**src/rtl/cpu_pkg.sv**
```systemverilog
// Shared arbiter types: FSM state encoding and grant-ID constants.
// Pure declarations, no logic.
package cpu_pkg;

    typedef enum logic [1:0] {
        ST_IDLE  = 2'd0,
        ST_GRANT = 2'd1,
        ST_WAIT  = 2'd2,
        ST_DONE  = 2'd3
    } state_e;

    localparam logic GNT_I = 1'b0;
    localparam logic GNT_D = 1'b1;

endpackage

```
**src/rtl/mem_arbiter_if.sv**
```systemverilog
// Requester (fetch/load-store) and memory handshake bundle for mem_arbiter.
// master: arbiter view; slave: requesters plus memory model view.
interface mem_arbiter_if #(
    parameter int AW = 8,
    parameter int DW = 8
);
    logic          i_req;
    logic [AW-1:0] i_addr;
    logic          i_ready;
    logic [DW-1:0] i_rdata;

    logic          d_req;
    logic          d_we;
    logic [AW-1:0] d_addr;
    logic [DW-1:0] d_wdata;
    logic          d_ready;
    logic [DW-1:0] d_rdata;

    logic          m_req;
    logic          m_we;
    logic [AW-1:0] m_addr;
    logic [DW-1:0] m_wdata;
    logic [DW-1:0] m_rdata;
    logic          m_ready;

    logic          err;

    modport master (
        input  i_req, i_addr, d_req, d_we, d_addr, d_wdata, m_rdata, m_ready,
        output i_ready, i_rdata, d_ready, d_rdata, m_req, m_we, m_addr, m_wdata, err
    );

    modport slave (
        output i_req, i_addr, d_req, d_we, d_addr, d_wdata, m_rdata, m_ready,
        input  i_ready, i_rdata, d_ready, d_rdata, m_req, m_we, m_addr, m_wdata, err
    );
endinterface

```
**src/rtl/rr_arb2.sv**
```systemverilog
// Two-way round-robin pick: one-hot grant, combinational (0 cycles).
// On a tie the port not served last wins; a lone request always wins.
module rr_arb2
    import cpu_pkg::*;
(
    input  logic [1:0] req,         // [0] = fetch port, [1] = data port
    input  logic       last_grant,
    output logic [1:0] gnt
);

    always_comb begin
        gnt = req;
        if (req == 2'b11) begin
            gnt = (last_grant == GNT_I) ? 2'b10 : 2'b01;
        end
    end

endmodule

```
**src/rtl/mem_arbiter.sv**
```systemverilog
// Arbitrates fetch and load/store ports onto one memory port, one access in flight.
// Request to m_req is 2 cycles; requesters hold req until their one-cycle ready pulse.
module mem_arbiter
    import cpu_pkg::*;
#(
    parameter int AW      = 8,
    parameter int DW      = 8,
    parameter int TIMEOUT = 15
) (
    input  logic          clk,
    input  logic          rst,
    mem_arbiter_if.master bus
);

    localparam int             CW      = $clog2(TIMEOUT + 1);
    localparam logic [CW-1:0]  TO_LAST = CW'(TIMEOUT);

    state_e        state_q, state_d;
    logic          gnt_q, gnt_d;
    logic          last_q, last_d;
    logic          we_q, we_d;
    logic [AW-1:0] addr_q, addr_d;
    logic [DW-1:0] wdata_q, wdata_d;
    logic [CW-1:0] cnt_q, cnt_d;
    logic          m_req_q, m_req_d;
    logic          m_we_q, m_we_d;
    logic          i_ready_q, i_ready_d;
    logic          d_ready_q, d_ready_d;
    logic [DW-1:0] i_rdata_q, i_rdata_d;
    logic [DW-1:0] d_rdata_q, d_rdata_d;
    logic          err_q, err_d;

    logic [1:0]    gnt_oh;
    logic [CW-1:0] cnt_inc;
    logic          done_now;
    logic [DW-1:0] rdata_cap;

    rr_arb2 u_rr_arb2 (
        .req        ({bus.d_req, bus.i_req}),
        .last_grant (last_q),
        .gnt        (gnt_oh)
    );

    assign cnt_inc = cnt_q + CW'(1);

    always_comb begin
        state_d   = state_q;
        gnt_d     = gnt_q;
        last_d    = last_q;
        we_d      = we_q;
        addr_d    = addr_q;
        wdata_d   = wdata_q;
        cnt_d     = cnt_q;
        m_req_d   = m_req_q;
        m_we_d    = m_we_q;
        i_ready_d = 1'b0;
        d_ready_d = 1'b0;
        i_rdata_d = i_rdata_q;
        d_rdata_d = d_rdata_q;
        err_d     = err_q;
        done_now  = 1'b0;
        rdata_cap = '0;

        case (state_q)
            ST_IDLE: begin
                if (gnt_oh != 2'b00) begin
                    gnt_d   = gnt_oh[1] ? GNT_D : GNT_I;
                    addr_d  = gnt_oh[1] ? bus.d_addr : bus.i_addr;
                    we_d    = gnt_oh[1] & bus.d_we;
                    wdata_d = gnt_oh[1] ? bus.d_wdata : '0;
                    state_d = ST_GRANT;
                end
            end
            ST_GRANT: begin
                m_req_d = 1'b1;
                m_we_d  = we_q;
                cnt_d   = '0;
                state_d = ST_WAIT;
            end
            ST_WAIT: begin
                // Completion wins over a timeout landing in the same cycle.
                if (bus.m_ready) begin
                    done_now  = 1'b1;
                    rdata_cap = we_q ? '0 : bus.m_rdata;
                end else if (cnt_inc == TO_LAST) begin
                    done_now = 1'b1;
                    err_d    = 1'b1;
                end else begin
                    cnt_d = cnt_inc;
                end
                if (done_now) begin
                    m_req_d = 1'b0;
                    m_we_d  = 1'b0;
                    state_d = ST_DONE;
                    if (gnt_q == GNT_D) begin
                        d_ready_d = 1'b1;
                        d_rdata_d = rdata_cap;
                    end else begin
                        i_ready_d = 1'b1;
                        i_rdata_d = rdata_cap;
                    end
                end
            end
            ST_DONE: begin
                last_d  = gnt_q;
                state_d = ST_IDLE;
            end
            default: state_d = ST_IDLE;
        endcase
    end

    always_ff @(posedge clk) begin
        if (!rst) begin
            state_q   <= ST_IDLE;
            gnt_q     <= GNT_I;
            last_q    <= GNT_D;
            we_q      <= 1'b0;
            addr_q    <= '0;
            wdata_q   <= '0;
            cnt_q     <= '0;
            m_req_q   <= 1'b0;
            m_we_q    <= 1'b0;
            i_ready_q <= 1'b0;
            d_ready_q <= 1'b0;
            i_rdata_q <= '0;
            d_rdata_q <= '0;
            err_q     <= 1'b0;
        end else begin
            state_q   <= state_d;
            gnt_q     <= gnt_d;
            last_q    <= last_d;
            we_q      <= we_d;
            addr_q    <= addr_d;
            wdata_q   <= wdata_d;
            cnt_q     <= cnt_d;
            m_req_q   <= m_req_d;
            m_we_q    <= m_we_d;
            i_ready_q <= i_ready_d;
            d_ready_q <= d_ready_d;
            i_rdata_q <= i_rdata_d;
            d_rdata_q <= d_rdata_d;
            err_q     <= err_d;
        end
    end

    assign bus.m_req   = m_req_q;
    assign bus.m_we    = m_we_q;
    assign bus.m_addr  = addr_q;
    assign bus.m_wdata = wdata_q;
    assign bus.i_ready = i_ready_q;
    assign bus.i_rdata = i_rdata_q;
    assign bus.d_ready = d_ready_q;
    assign bus.d_rdata = d_rdata_q;
    assign bus.err     = err_q;

endmodule

```
**src/flat_wrapper.sv**
```systemverilog
// flat-port wrapper written by rule: the top's interface ports become plain ports
module mem_arbiter_flat import cpu_pkg::*;
#(
    parameter int AW      = 8,
    parameter int DW      = 8,
    parameter int TIMEOUT = 15
)
  (clk, rst, bus_i_req, bus_i_addr, bus_d_req, bus_d_we, bus_d_addr, bus_d_wdata, bus_m_rdata, bus_m_ready, bus_i_ready, bus_i_rdata, bus_d_ready, bus_d_rdata, bus_m_req, bus_m_we, bus_m_addr, bus_m_wdata, bus_err);
  mem_arbiter_if #(.AW(AW), .DW(DW)) bus_i ();
  input  logic clk;
  input  logic rst;
  input wire logic [$bits(bus_i.i_req)-1:0] bus_i_req;
  input wire logic [$bits(bus_i.i_addr)-1:0] bus_i_addr;
  input wire logic [$bits(bus_i.d_req)-1:0] bus_d_req;
  input wire logic [$bits(bus_i.d_we)-1:0] bus_d_we;
  input wire logic [$bits(bus_i.d_addr)-1:0] bus_d_addr;
  input wire logic [$bits(bus_i.d_wdata)-1:0] bus_d_wdata;
  input wire logic [$bits(bus_i.m_rdata)-1:0] bus_m_rdata;
  input wire logic [$bits(bus_i.m_ready)-1:0] bus_m_ready;
  output wire logic [$bits(bus_i.i_ready)-1:0] bus_i_ready;
  output wire logic [$bits(bus_i.i_rdata)-1:0] bus_i_rdata;
  output wire logic [$bits(bus_i.d_ready)-1:0] bus_d_ready;
  output wire logic [$bits(bus_i.d_rdata)-1:0] bus_d_rdata;
  output wire logic [$bits(bus_i.m_req)-1:0] bus_m_req;
  output wire logic [$bits(bus_i.m_we)-1:0] bus_m_we;
  output wire logic [$bits(bus_i.m_addr)-1:0] bus_m_addr;
  output wire logic [$bits(bus_i.m_wdata)-1:0] bus_m_wdata;
  output wire logic [$bits(bus_i.err)-1:0] bus_err;
  assign bus_i.i_req = bus_i_req;
  assign bus_i.i_addr = bus_i_addr;
  assign bus_i.d_req = bus_d_req;
  assign bus_i.d_we = bus_d_we;
  assign bus_i.d_addr = bus_d_addr;
  assign bus_i.d_wdata = bus_d_wdata;
  assign bus_i.m_rdata = bus_m_rdata;
  assign bus_i.m_ready = bus_m_ready;
  assign bus_i_ready = bus_i.i_ready;
  assign bus_i_rdata = bus_i.i_rdata;
  assign bus_d_ready = bus_i.d_ready;
  assign bus_d_rdata = bus_i.d_rdata;
  assign bus_m_req = bus_i.m_req;
  assign bus_m_we = bus_i.m_we;
  assign bus_m_addr = bus_i.m_addr;
  assign bus_m_wdata = bus_i.m_wdata;
  assign bus_err = bus_i.err;
  mem_arbiter #(.AW(AW), .DW(DW), .TIMEOUT(TIMEOUT)) u_core (.clk(clk), .rst(rst), .bus(bus_i));
endmodule
```
**config.mk**
```make
export PLATFORM = sky130hd
export DESIGN_NAME = mem_arbiter_flat
export DESIGN_NICKNAME = d
export VERILOG_FILES = /design/src/rtl/cpu_pkg.sv /design/src/rtl/mem_arbiter_if.sv /design/src/rtl/rr_arb2.sv /design/src/rtl/mem_arbiter.sv /design/src/flat_wrapper.sv
export SDC_FILE = /design/constraint.sdc
export NUM_CORES = 1
export LEC_CHECK = 0
export ABC_AREA = 1
export CAP_MARGIN = 0
export CELL_PAD_IN_SITES_DETAIL_PLACEMENT = 1
export CELL_PAD_IN_SITES_GLOBAL_PLACEMENT = 1
export CORE_ASPECT_RATIO = 2
export CORE_MARGIN = 4
export CORE_UTILIZATION = 34
export DETAILED_ROUTE_END_ITERATION = 10
export MAX_ROUTING_LAYER = met4
export PLACE_DENSITY_LB_ADDON = 0.1
export SLEW_MARGIN = 20
export SYNTH_ARGS = -nofsm -noshare
export SYNTH_HDL_FRONTEND = slang
export SYNTH_SLANG_ARGS = --single-unit
```
**constraint.sdc**
```tcl
create_clock -name clk -period 2.2 [get_ports clk]
set_input_delay 0.55 -clock clk [delete_from_list [all_inputs] [get_ports clk]]
set_output_delay 0.55 -clock clk [all_outputs]
set_load 0.005 [all_outputs]
```
* Word-level counts from Yosys, hierarchy flattened
Cells that the tools add are included.
Cells by class: eq/ne operators 9, reductions and logical operators 11, muxes and demuxes 21, bitwise logic cells 3, $add $sub $neg 1
Operator list (number):
- $mux W8 | 4
- $reduce_and A3 Y1 | 5
- $mux W2 | 4
- $mux W4 | 2
- $pmux W2 S4 | 1
- $pmux W4 S2 | 1
- $mux W1 | 7
- $eq A2 B2 Y1 const B | 3
- $reduce_and A2 Y1 | 3
- $add A4 B1 Y4 const B | 1
- $eq A4 B4 Y1 const B | 1
- $ne A2 B1 Y1 const B | 2
- $ne A2 B2 Y1 const B | 2
- $pmux W1 S2 | 2
- $reduce_bool A2 Y1 | 2
- $eq A2 B1 Y1 const B | 1
- $logic_not A2 Y1 | 1
- $not A1 Y1 | 2
- $and A1 B1 Y1 | 1
Storage, ports and cells: bits of input ports 38, logic and storage cells 59, output and inout bits 37, register bits 46

* Depth between registers and ports, before layout
Gate-level depths: netlist (run 1).
depth in word-level cells 7, depth in mapped cells 11, gate-level depth less buffers 11

* Hierarchy
A second synthesis (run 1) with hierarchy kept.
Unflattened totals: cells, all modules 298, area total of the unflattened synthesis 2178.3 µm²
Modules (own cells, without submodules):
- mem_arbiter | cells each 293, times used 1, seq. area each 920.9 µm², area an instance 2157.1 µm²
- rr_arb2 | cells each 5, times used 1, seq. area each 0.0 µm², area an instance 21.3 µm²

* Least setup slack after synthesis (run 1)
Ideal clock, no wire load.
kind reg2reg, start register u_core.state_q[0], end register u_core.d_rdata_q[6] (netlist: u_core.bus.d_rdata[6]), slack 735 ps, library setup time 113 ps, data required time 2087 ps, period minus slack after synthesis 1465 ps, arrival time 1351 ps, stages on the path, launching flop included 9, path buffers 1, cells stage by stage dfxtp_1 > inv_1 > ha_1 > nand2_1 > nand2_4 > buf_12 > nand3_2 > nand2_1 > nor2_2
On the way: word-level cells in the longest chain between the ends 2
RTL lines:
- start, declared | line mem_arbiter.sv:18 | state_e state_q, state_d;
- start signal, assigned | line mem_arbiter.sv:129 | state_q <= state_d;
- $eq A2 B2 Y1 | line mem_arbiter.sv:64 | case (state_q)
- $reduce_and A3 Y1 (no line)
- end signal, assigned | line mem_arbiter.sv:141 | d_rdata_q <= d_rdata_d;
- end, declared | line mem_arbiter.sv:30 | logic [DW-1:0] d_rdata_q, d_rdata_d;
Every way passes these cells. A chain may end at the register's enable or synchronous reset.

* Worst setup path after layout (run 1)
start input port bus_d_req, end register u_core.addr_q[7] (netlist: u_core.bus.m_addr[7])
On the way: word-level cells in the longest chain between the ends 4, elaborated cells on any way between the ends 5, those cells by class eq/ne (1); mux (2); reduce/logical (2)
RTL lines:
- start, declared | line flat_wrapper.sv:14 | input wire logic [$bits(bus_i.d_req)-1:0] bus_d_req;
- $eq A2 B2 Y1 | line rr_arb2.sv:13 | if (req == 2'b11) begin
- $mux W2 * | line rr_arb2.sv:13
- $reduce_bool A2 Y1 | line mem_arbiter.sv:66 | if (gnt_oh != 2'b00) begin
- $reduce_and A2 Y1 (no line)
- end signal, assigned | line mem_arbiter.sv:133 | addr_q <= addr_d;
- end, declared | line mem_arbiter.sv:22 | logic [AW-1:0] addr_q, addr_d;
Every way passes the cells marked *; elsewhere a longest branch is shown, timed or not.

==> metrics, run 1 <==
Slew @ Worst Pin 512 ps; largest family of logic cells by synthesized area simple AND/OR/NAND/NOR gates; final worst path period need 1720 ps; PostCTS Resize Cnt 0; HPWL after DPL 4800 um; status complete, no violations; Core Box Area slightly above 6000 um2; CTS tree done; Synth Area in Compound Gates roughly an eighth; gr usage total 18.0%; Finished Layout Cells around 440; XOR/XNOR share of the synthesized area 0%; routability cong. 0.747; Seq cells post-synth 46; WHS 467 ps; vias per inst 4.86; DIE AREA 7760 um2; cell area after layout between 3000 and 4000 um2; Mapped Cells 273; initial core utilization 35.3%; Routed WL 6250 um; Startpoint Class input port; worst endpoint required time ~2400 ps; antenna violations before repair 0; Slew Viols, Final 0; first-pass GRT wire length roughly 11,000 um; syn_area_per_cell slightly below 8 um2; DRT antenna net count 0; Die Width 64.3 um; Max-slew headroom roughly two thirds; Synth Cell Area around 2200 um2; CP arrival 1930 ps; clock slew at reported path FFs roughly 70 ps; Crit Path Category in -> reg; post-CTS setup buffer count 0; # DRC 0; Clock Latency Late Sink 290 ps; Num CTS Buffers 5; Placed Cells 429; First-pass DRT Iterations 4; Worst VDD drop just over 0.6 mV; Final Hold Vio Count 0; layout cell share with drive strength beyond 1 13.6%; clock skew 8.02 ps; simple-gate share of the synthesized area 33.9%; area added between synthesis and finish 46.9%; largest net degree at the start of global routing 18; RSZ-0062 raised after global routing false; maxcap violations 0; Max Freq 580 MHz; top_reg_cell synth dfxtp_1; H-tree levels 2; Seq/Total Area, Yosys 42.7%; routed length per instance 14.3 um; Crit. End Element register; placed cell area approximately 3000 um2; Async SR Flop Fraction 0%; static leakage 0.00125 uW; detailed-route via count 2,125; Tcrit/Tclk final approximately four fifths; critical path peak fanout 16; Nets 396; Die Ht 121 um; Post-Syn Nets 317; total congestion overflow 0; Tot Pwr 2840 uW; post-synth cell types 30; diode count 0; worst hold path type reg -> reg; clk buf depth 2; post-synthesis mux area share 0%; # IOs between 70 and 80; Setup TNS 0 ps; CTS Sinks 46; Iteration-0 DRC Markers 79; Clock Tree Root clkbuf_16; hold buffers post-CTS 0; number of setup violations in the final report 0; pwr dens approximately 900 nW/um2; Post-synth EDFFs 0; Synth warnings 0; vias in the first global route 2,270; Post-Synth Adder-Cell Area around 3.5%; Rows 40; # port buffers 74
## cell usage after synthesis, types with 3 or more instances
cell | number | area share, %
nand2_1 | 67 | 12
dfxtp_1 | 46 | 43
a21oi_1 | 23 | 5.3
nor2_1 | 20 | 3.5
nand3_1 | 19 | 4.4
inv_1 | 14 | 2.4
nand4_1 | 12 | 3.5
a31oi_1 | 8 | 2.3
o21ai_0 | 8 | 1.9
a21oi_2 | 6 | 2.4
ha_1 | 6 | 3.5
buf_2 | 5 | 1.2
inv_2 | 4 | 0.70
nand2_2 | 4 | 1.2
nand2_4 | 4 | 2.1
nand3_2 | 4 | 1.9
nor2_2 | 4 | 1.2
clkbuf_1 | 3 | 0.52
o21ai_1 | 3 | 0.70
## layer usage
layer | wire length [um] | global-route usage [%] | up-vias
li1 | - | - | 1069
met1 | 2320 | 17.7 | 995
met2 | 3550 | 34.0 | 53
met3 | 261 | 3.62 | 8
met4 | 116 | 6.36 | 0
met5 | 0 | - | -
## power by group
part,switching (uW),internal (uW)
sequential,92.0,961
clock,348,539
combinational,493,411
## worst max-delay path: stages
cell and delay (ps):
clkdlybuf4s50_1 570, nand2_2 130, nand2_1 90, nand2_1 80, inv_2 200, o21ai_0 110
a31oi_1 200
## logic make-up after synthesis
| family | count (synthesis) |
|---|---|
| adder cells (fa/ha/maj) | 6 |
| AO/OA/AOI/OAI | 50 |
| AND/OR/NAND/NOR | 141 |
| flip-flops | 46 |
| buffers and inverters | 30 |
## cell type report
cell class / count / area [um2]
Sequential cell: 46 / 921
Fill cell: 785 / 2940
Clock buffer: 5 / 125
Inverter: 19 / 71.3
Multi-Input combinational cell: 197 / 1090
Clock inverter: 3 / 43.8
Timing Repair Buffer: 83 / 808
Tap cell: 84 / 105
## state kept, by name, indices dropped and copies added, names as in the netlist
register / count
u_core.gnt_q: 1
u_core.bus.i_rdata: 8
u_core.bus.d_rdata: 8
u_core.we_q: 1
u_core.bus.d_ready: 1
u_core.bus.err: 1
u_core.bus.m_wdata: 8
u_core.cnt_q: 4
u_core.last_q: 1
u_core.bus.m_we: 1
u_core.bus.i_ready: 1
u_core.bus.m_addr: 8
u_core.bus.m_req: 1
u_core.state_q: 2
## worst paths after layout
| check | from | to | slack (ps) | cells after the start |
|---|---|---|---|---|
| min reg2reg | u_core.bus.m_wdata[3] | u_core.bus.m_wdata[3] | 470 | 2 |
| max | bus_d_req | u_core.bus.m_addr[7] | 480 | 7 |
| min | u_core.bus.m_wdata[3] | u_core.bus.m_wdata[3] | 470 | 2 |
| max reg2reg | u_core.state_q[0] | u_core.bus.d_rdata[5] | 480 | 7 |
## placed cells by master, fill, tap and decap left out, types with 5 or more instances in the layout
| cell | n |
|---|---|
| clkbuf_16 | 5 |
| a21oi_1 | 23 |
| buf_4 | 9 |
| o21ai_0 | 8 |
| dfxtp_1 | 46 |
| nand3_1 | 19 |
| nand2_1 | 67 |
| nand4_1 | 12 |
| ha_1 | 6 |
| a31oi_1 | 8 |
| a21oi_2 | 6 |
| inv_1 | 14 |
| nor2_1 | 20 |
| clkdlybuf4s50_1 | 74 |
## through the flow
stage / worst slack [ps] / utilization, %
final: 476 / 51.9
after global routing: 279 / 51.9
after CTS: 419 / 51.9
after detailed placement: 237 / 49.1
after global placement: 266 / 49.1
after floorplan: 735 / -
No activity file was read; power rests on OpenSTA's default activity.
==> run 2: changes to the inputs <==
--- a/config.mk
+++ b/config.mk
@@ -11,7 +11,7 @@
 export CELL_PAD_IN_SITES_GLOBAL_PLACEMENT = 1
 export CORE_ASPECT_RATIO = 2
 export CORE_MARGIN = 4
-export CORE_UTILIZATION = 34
+export CORE_UTILIZATION = 32
 export DETAILED_ROUTE_END_ITERATION = 10
 export MAX_ROUTING_LAYER = met4
 export PLACE_DENSITY_LB_ADDON = 0.1
==> constraint.sdc (replaced) <==
create_clock -name clk -period 1.7 [get_ports clk]
set_input_delay 0.425 -clock clk [delete_from_list [all_inputs] [get_ports clk]]
set_output_delay 0.425 -clock clk [all_outputs]
set_load 0.005 [all_outputs]
==> run 2 against run 1 <==
  * Setup slack got worse by 370 ps
  * Via count barely moved
  * Flip-flop and latch count stayed put
  * Clock power is 29% higher
  * Register-to-register slack got worse by 360 ps
  * Design area up 2.6%
  * Critical path type is now reg -> out
  * Critical endpoint is now bus_i_rdata[3]
==> metrics, run 2 (same netlist as run 1, synthesis figures left out) <==
status complete, no violations; routed length per instance 14.3 um; Slew Viols, Final 0; HPWL after DPL 4900 um; routability cong. around 0.74; CP arrival between 1000 and 1500 ps; Reg2Reg Setup Slack ~120 ps; number of setup violations in the final report 0; Worst path max stage delay 510 ps; WHS Path Cells 2; # DRC 0; cells along the critical path clkdlybuf4s50_1; Routed WL 6400 um; Critical path origin u_core.bus.i_rdata[3]; Finished Layout Cells 448; Comb pwr share 33.4%; Crit path buffers/inverters 1; Final Hold Vio Count 0; area of the multi-input gates ~1100 um2; Setup TNS 0 ps; Int Pwr 2520 uW; DIE AREA 8200 um2; First-pass DRT Iterations 4; worst hold path type reg -> reg; clock power share 30.5%; Crit. End Element output pin; Iteration-0 DRC Markers 47; Tot Pwr between 3000 and 4000 uW; H-tree levels 2; placed cell area 3080 um2; pwr dens 1150 nW/um2; gr usage total 17.2%; sequential power share 36.1%; vias in the first global route 2,168; post-CTS setup buffer count 0; Max-slew headroom 82.5%; hold buffers post-CTS 0; Die Width 66.1 um; worst endpoint required time roughly 1300 ps; slowest CP cell clkdlybuf4s50_1; cell area after layout about 3300 um2; largest net degree at the start of global routing 21; final worst path period need about 1600 ps; first-pass GRT wire length about 10,000 um; clock slew at reported path FFs 60 ps; Crit Path Category reg -> out; layout cell share with drive strength beyond 1 15.3%; register area 921 um2; Clock Latency Late Sink 300 ps; R2R depth 10; CTS tree done; critical path peak fanout 2; # IOs between 70 and 80; Tcrit/Tclk final 94.0%; Worst VDD drop ~0.8 mV; launching point of the worst reg2reg path u_core.cnt_q[1]; Rows 42; sw frac 32.3%; Die Ht roughly 120 um; Startpoint Class register; post-layout util 49.5%; maxcap violations 0; Fill cells between 700 and 800; cell family with most CP delay buffers and inverters; diode count 0; Placed Cells 440; most frequent cells in the layout clkdlybuf4s50_1 (74), nand2_1 (67), dfxtp_1 (46), a21oi_1 (23), nor2_1 (20); detailed-route via count approximately 2,100; DRT antenna net count 0; Num CTS Buffers 5; commonest non-fill, non-tap cell in the layout clkdlybuf4s50_1; RSZ-0062 raised after global routing true; Nets 403; clock skew roughly 1.6 ps; static leakage 0.00129 uW; hold_sp u_core.bus.m_wdata[4]; switching power 1210 uW; Slew @ Worst Pin 262 ps; area added between synthesis and finish 50.7%; Worst path depth 1; total congestion overflow 0; CTS Sinks 46; Clock Tree Root clkbuf_16; vias per inst 4.74; Max Freq 626 MHz; antenna violations before repair 0; clk buf depth 2; initial core utilization 32.8%; Core Box Area around 6600 um2; # port buffers 74
-- run 2: cell count changes in the layout (fill, tap and decap cells not counted), sizes merged --
cell      change
clkbuf        +1
clkinv        -1
inv           -1
clkinvlp      +1
buf           +7
-- run 2: final timing paths --
| path | end |
|---|---|
| setup reg to reg | u_core.bus.d_rdata[7] |
| hold / removal | u_core.bus.m_wdata[4] |
| hold reg to reg | u_core.bus.m_wdata[4] |
| setup / recovery | bus_i_rdata[3] |
-- run 2: power by group through the flow --
stage	logic, uW	clock network (uW)	registers, uW
after floorplan	673	0	1360
after global placement	1240	0	1360
after detailed placement	1250	0	1370
after CTS	1270	1180	1350
after global routing	1390	1210	1370
final	1250	1140	1350
-- run 2: layout make-up --
class                           count  area share [%]
Clock buffer                        6            3.96
Tap cell                           88            3.39
Clock inverter                      2            1.15
Inverter                           19            2.19
Multi-Input combinational cell    197            33.7
Sequential cell                    46            28.3
Timing Repair Buffer               90            27.3
-- run 2: timing repair --
item | in CTS | in global routing
endpoints found under the setup margin | 0 | 19
gates resized for setup | 0 | 1
hold endpoints to repair | 0 | 0
-- run 2: per-stage QoR --
step	hold WS (ps)	worst slack, ps
6_report	459	102
5_1_grt	488	-39.5
4_1_cts	464	8.97
3_5_place_dp	455	-96.1
3_3_place_gp	446	-72.4
2_1_floorplan	456	235
-- run 2: per-layer routing --
layer	GRT usage [%]	vias up	wire length (um)
met5	-	-	0
met4	8.14	0	141
met3	3.79	7	296
met2	32.1	52	3600
met1	16.4	986	2360
li1	-	1078	-
==> run 3: changes to the inputs <==
--- a/config.mk
+++ b/config.mk
@@ -8,10 +8,10 @@
 export ABC_AREA = 1
 export CAP_MARGIN = 0
 export CELL_PAD_IN_SITES_DETAIL_PLACEMENT = 1
-export CELL_PAD_IN_SITES_GLOBAL_PLACEMENT = 1
+export CELL_PAD_IN_SITES_GLOBAL_PLACEMENT = 2
 export CORE_ASPECT_RATIO = 2
 export CORE_MARGIN = 4
-export CORE_UTILIZATION = 32
+export CORE_UTILIZATION = 25
 export DETAILED_ROUTE_END_ITERATION = 10
 export MAX_ROUTING_LAYER = met4
 export PLACE_DENSITY_LB_ADDON = 0.1
==> run 3 against run 2 <==
  * Global-route usage down 3.2 points
  * Clock power shrank 15%
  * Largest cell class unchanged
  * Critical path type unchanged
  * Maximum frequency is 0.76% lower
  * Count of clock-buffer cells in the layout did not move
  * Total power is 2.4% lower
  * Routed wire length up 5.4%
  * Critical path depth unchanged
  * Final cell count is 3.3% higher
  * Setup slack got worse by 12 ps
  * Register-to-register slack worse by 20 ps
  * First-iteration DRC count up 8.5%
==> metrics, run 3 (same netlist as run 1, synthesis figures left out) <==
status complete, no violations; Rows 47; critical path peak fanout 2; Clock Latency Late Sink 290 ps; routed length per instance 14.6 um; slowest CP cell clkdlybuf4s50_1; largest net degree at the start of global routing 21; DRT antenna net count 0; Finished Layout Cells between 400 and 500; Max Freq between 600 and 700 MHz; Reg2Reg Setup Slack 100 ps; clk buf depth 2; vias per inst 4.67; maxcap violations 0; Core Box Area approximately 8400 um2; H-tree levels 2; Crit path buffers/inverters 1; Iteration-0 DRC Markers 51; Num CTS Buffers 5; number of setup violations in the final report 0; Routed WL 6740 um; clock skew about 8.8 ps; WHS 462 ps; most frequent cells in the layout clkdlybuf4s50_1 (74), nand2_1 (67), dfxtp_1 (46), a21oi_1 (23), nor2_1 (20); Die Width 73.7 um; Slew Viols, Final 0; PostCTS Resize Cnt 0; final setup margin around 90 ps; Slew @ Worst Pin 270 ps; total congestion overflow 0; Crit. End Element output pin; CTS Sinks 46; DIE AREA 10,300 um2; detailed-route via count 2,163; cells along the critical path clkdlybuf4s50_1; hold buffers post-CTS 0; First-pass DRT Iterations 4; layout cell share with drive strength beyond 1 between 10% and 20%; # DRC 0; pwr dens 1110 nW/um2; Worst path depth 1; Placed Cells 455; Final Hold Vio Count 0; Max-slew headroom about four fifths; HPWL after DPL 5310 um; worst hold path type reg -> reg; cell family with most CP delay buffers and inverters; WHS Path Cells 2; final worst path period need 1610 ps; CTS tree done; commonest non-fill, non-tap cell in the layout clkdlybuf4s50_1; clock slew at reported path FFs 70 ps; RSZ-0062 raised after global routing true; Nets about 410; routability cong. 0.774; pre-CTS setup slack -85.7 ps; static leakage 0.00131 uW; area added between synthesis and finish 52.4%; R2R depth 10; CP arrival around 1200 ps; post-CTS setup buffer count 0; Die Ht 139 um; Startpoint Class register; Worst path max stage delay 520 ps; diode count 0; Clock Tree Root clkbuf_16; antenna violations before repair 0; # port buffers 74; Worst VDD drop 0.586 mV; initial core utilization about 26%; gr usage total 14.0%; # IOs 75; vias in the first global route 2,333; Tcrit/Tclk final 94.7%; first-pass GRT wire length 10,800 um; worst endpoint required time roughly 1300 ps; Crit Path Category reg -> out
run 3: changes by cell type in the layout (fill, tap and decap cells not counted):
cell / change
clkinvlp_4: -1
ha_1: +1
clkinv_4: +1
bufinv_16: -1
ha_2: -1
buf_4: +4
clkinv_2: +1
buf_12: +1
run 3: through the flow:
stage	util, %	total power, uW	setup TNS, ps	cell area (um2)
after floorplan	-	2030	0	2160
after global placement	37.7	2710	-671	3140
after detailed placement	37.7	2730	-1460	3140
after CTS	39.4	3730	0	3290
after global routing	39.4	3890	-26.6	3290
final	39.4	3640	0	3290
run 3: final cells by class:
class                      instances  area (um2)
fill                            1003        5060
multi-input combinational        197        1090
timing repair buffer              95         936
sequential                        46         921
clock buffer                       6         129
tap                               98         123
inverter                          19        71.3
clock inverter                     2        13.8
run 3: worst paths after layout:
check	start	to
max reg2reg	u_core.cnt_q[1]	u_core.bus.d_rdata[5]
min reg2reg	u_core.bus.m_wdata[5]	u_core.bus.m_wdata[5]
min	u_core.bus.m_wdata[5]	u_core.bus.m_wdata[5]
max	u_core.bus.i_rdata[1]	bus_i_rdata[1]
run 3: power by group:
part           internal (uW)  leakage [uW]  switching, uW
clock network            546     0.0000708            425
logic                    643      0.000866            673
registers               1240      0.000374            110
run 3: per-layer routing:
metal | part of all wire, % | global-route usage [%] | vias to the layer above
li1 | - | - | 1086
met1 | 36 | 12.7 | 1018
met2 | 58 | 27.2 | 50
met3 | 4.5 | 2.60 | 9
met4 | 1.7 | 5.16 | 0
met5 | 0 | - | -
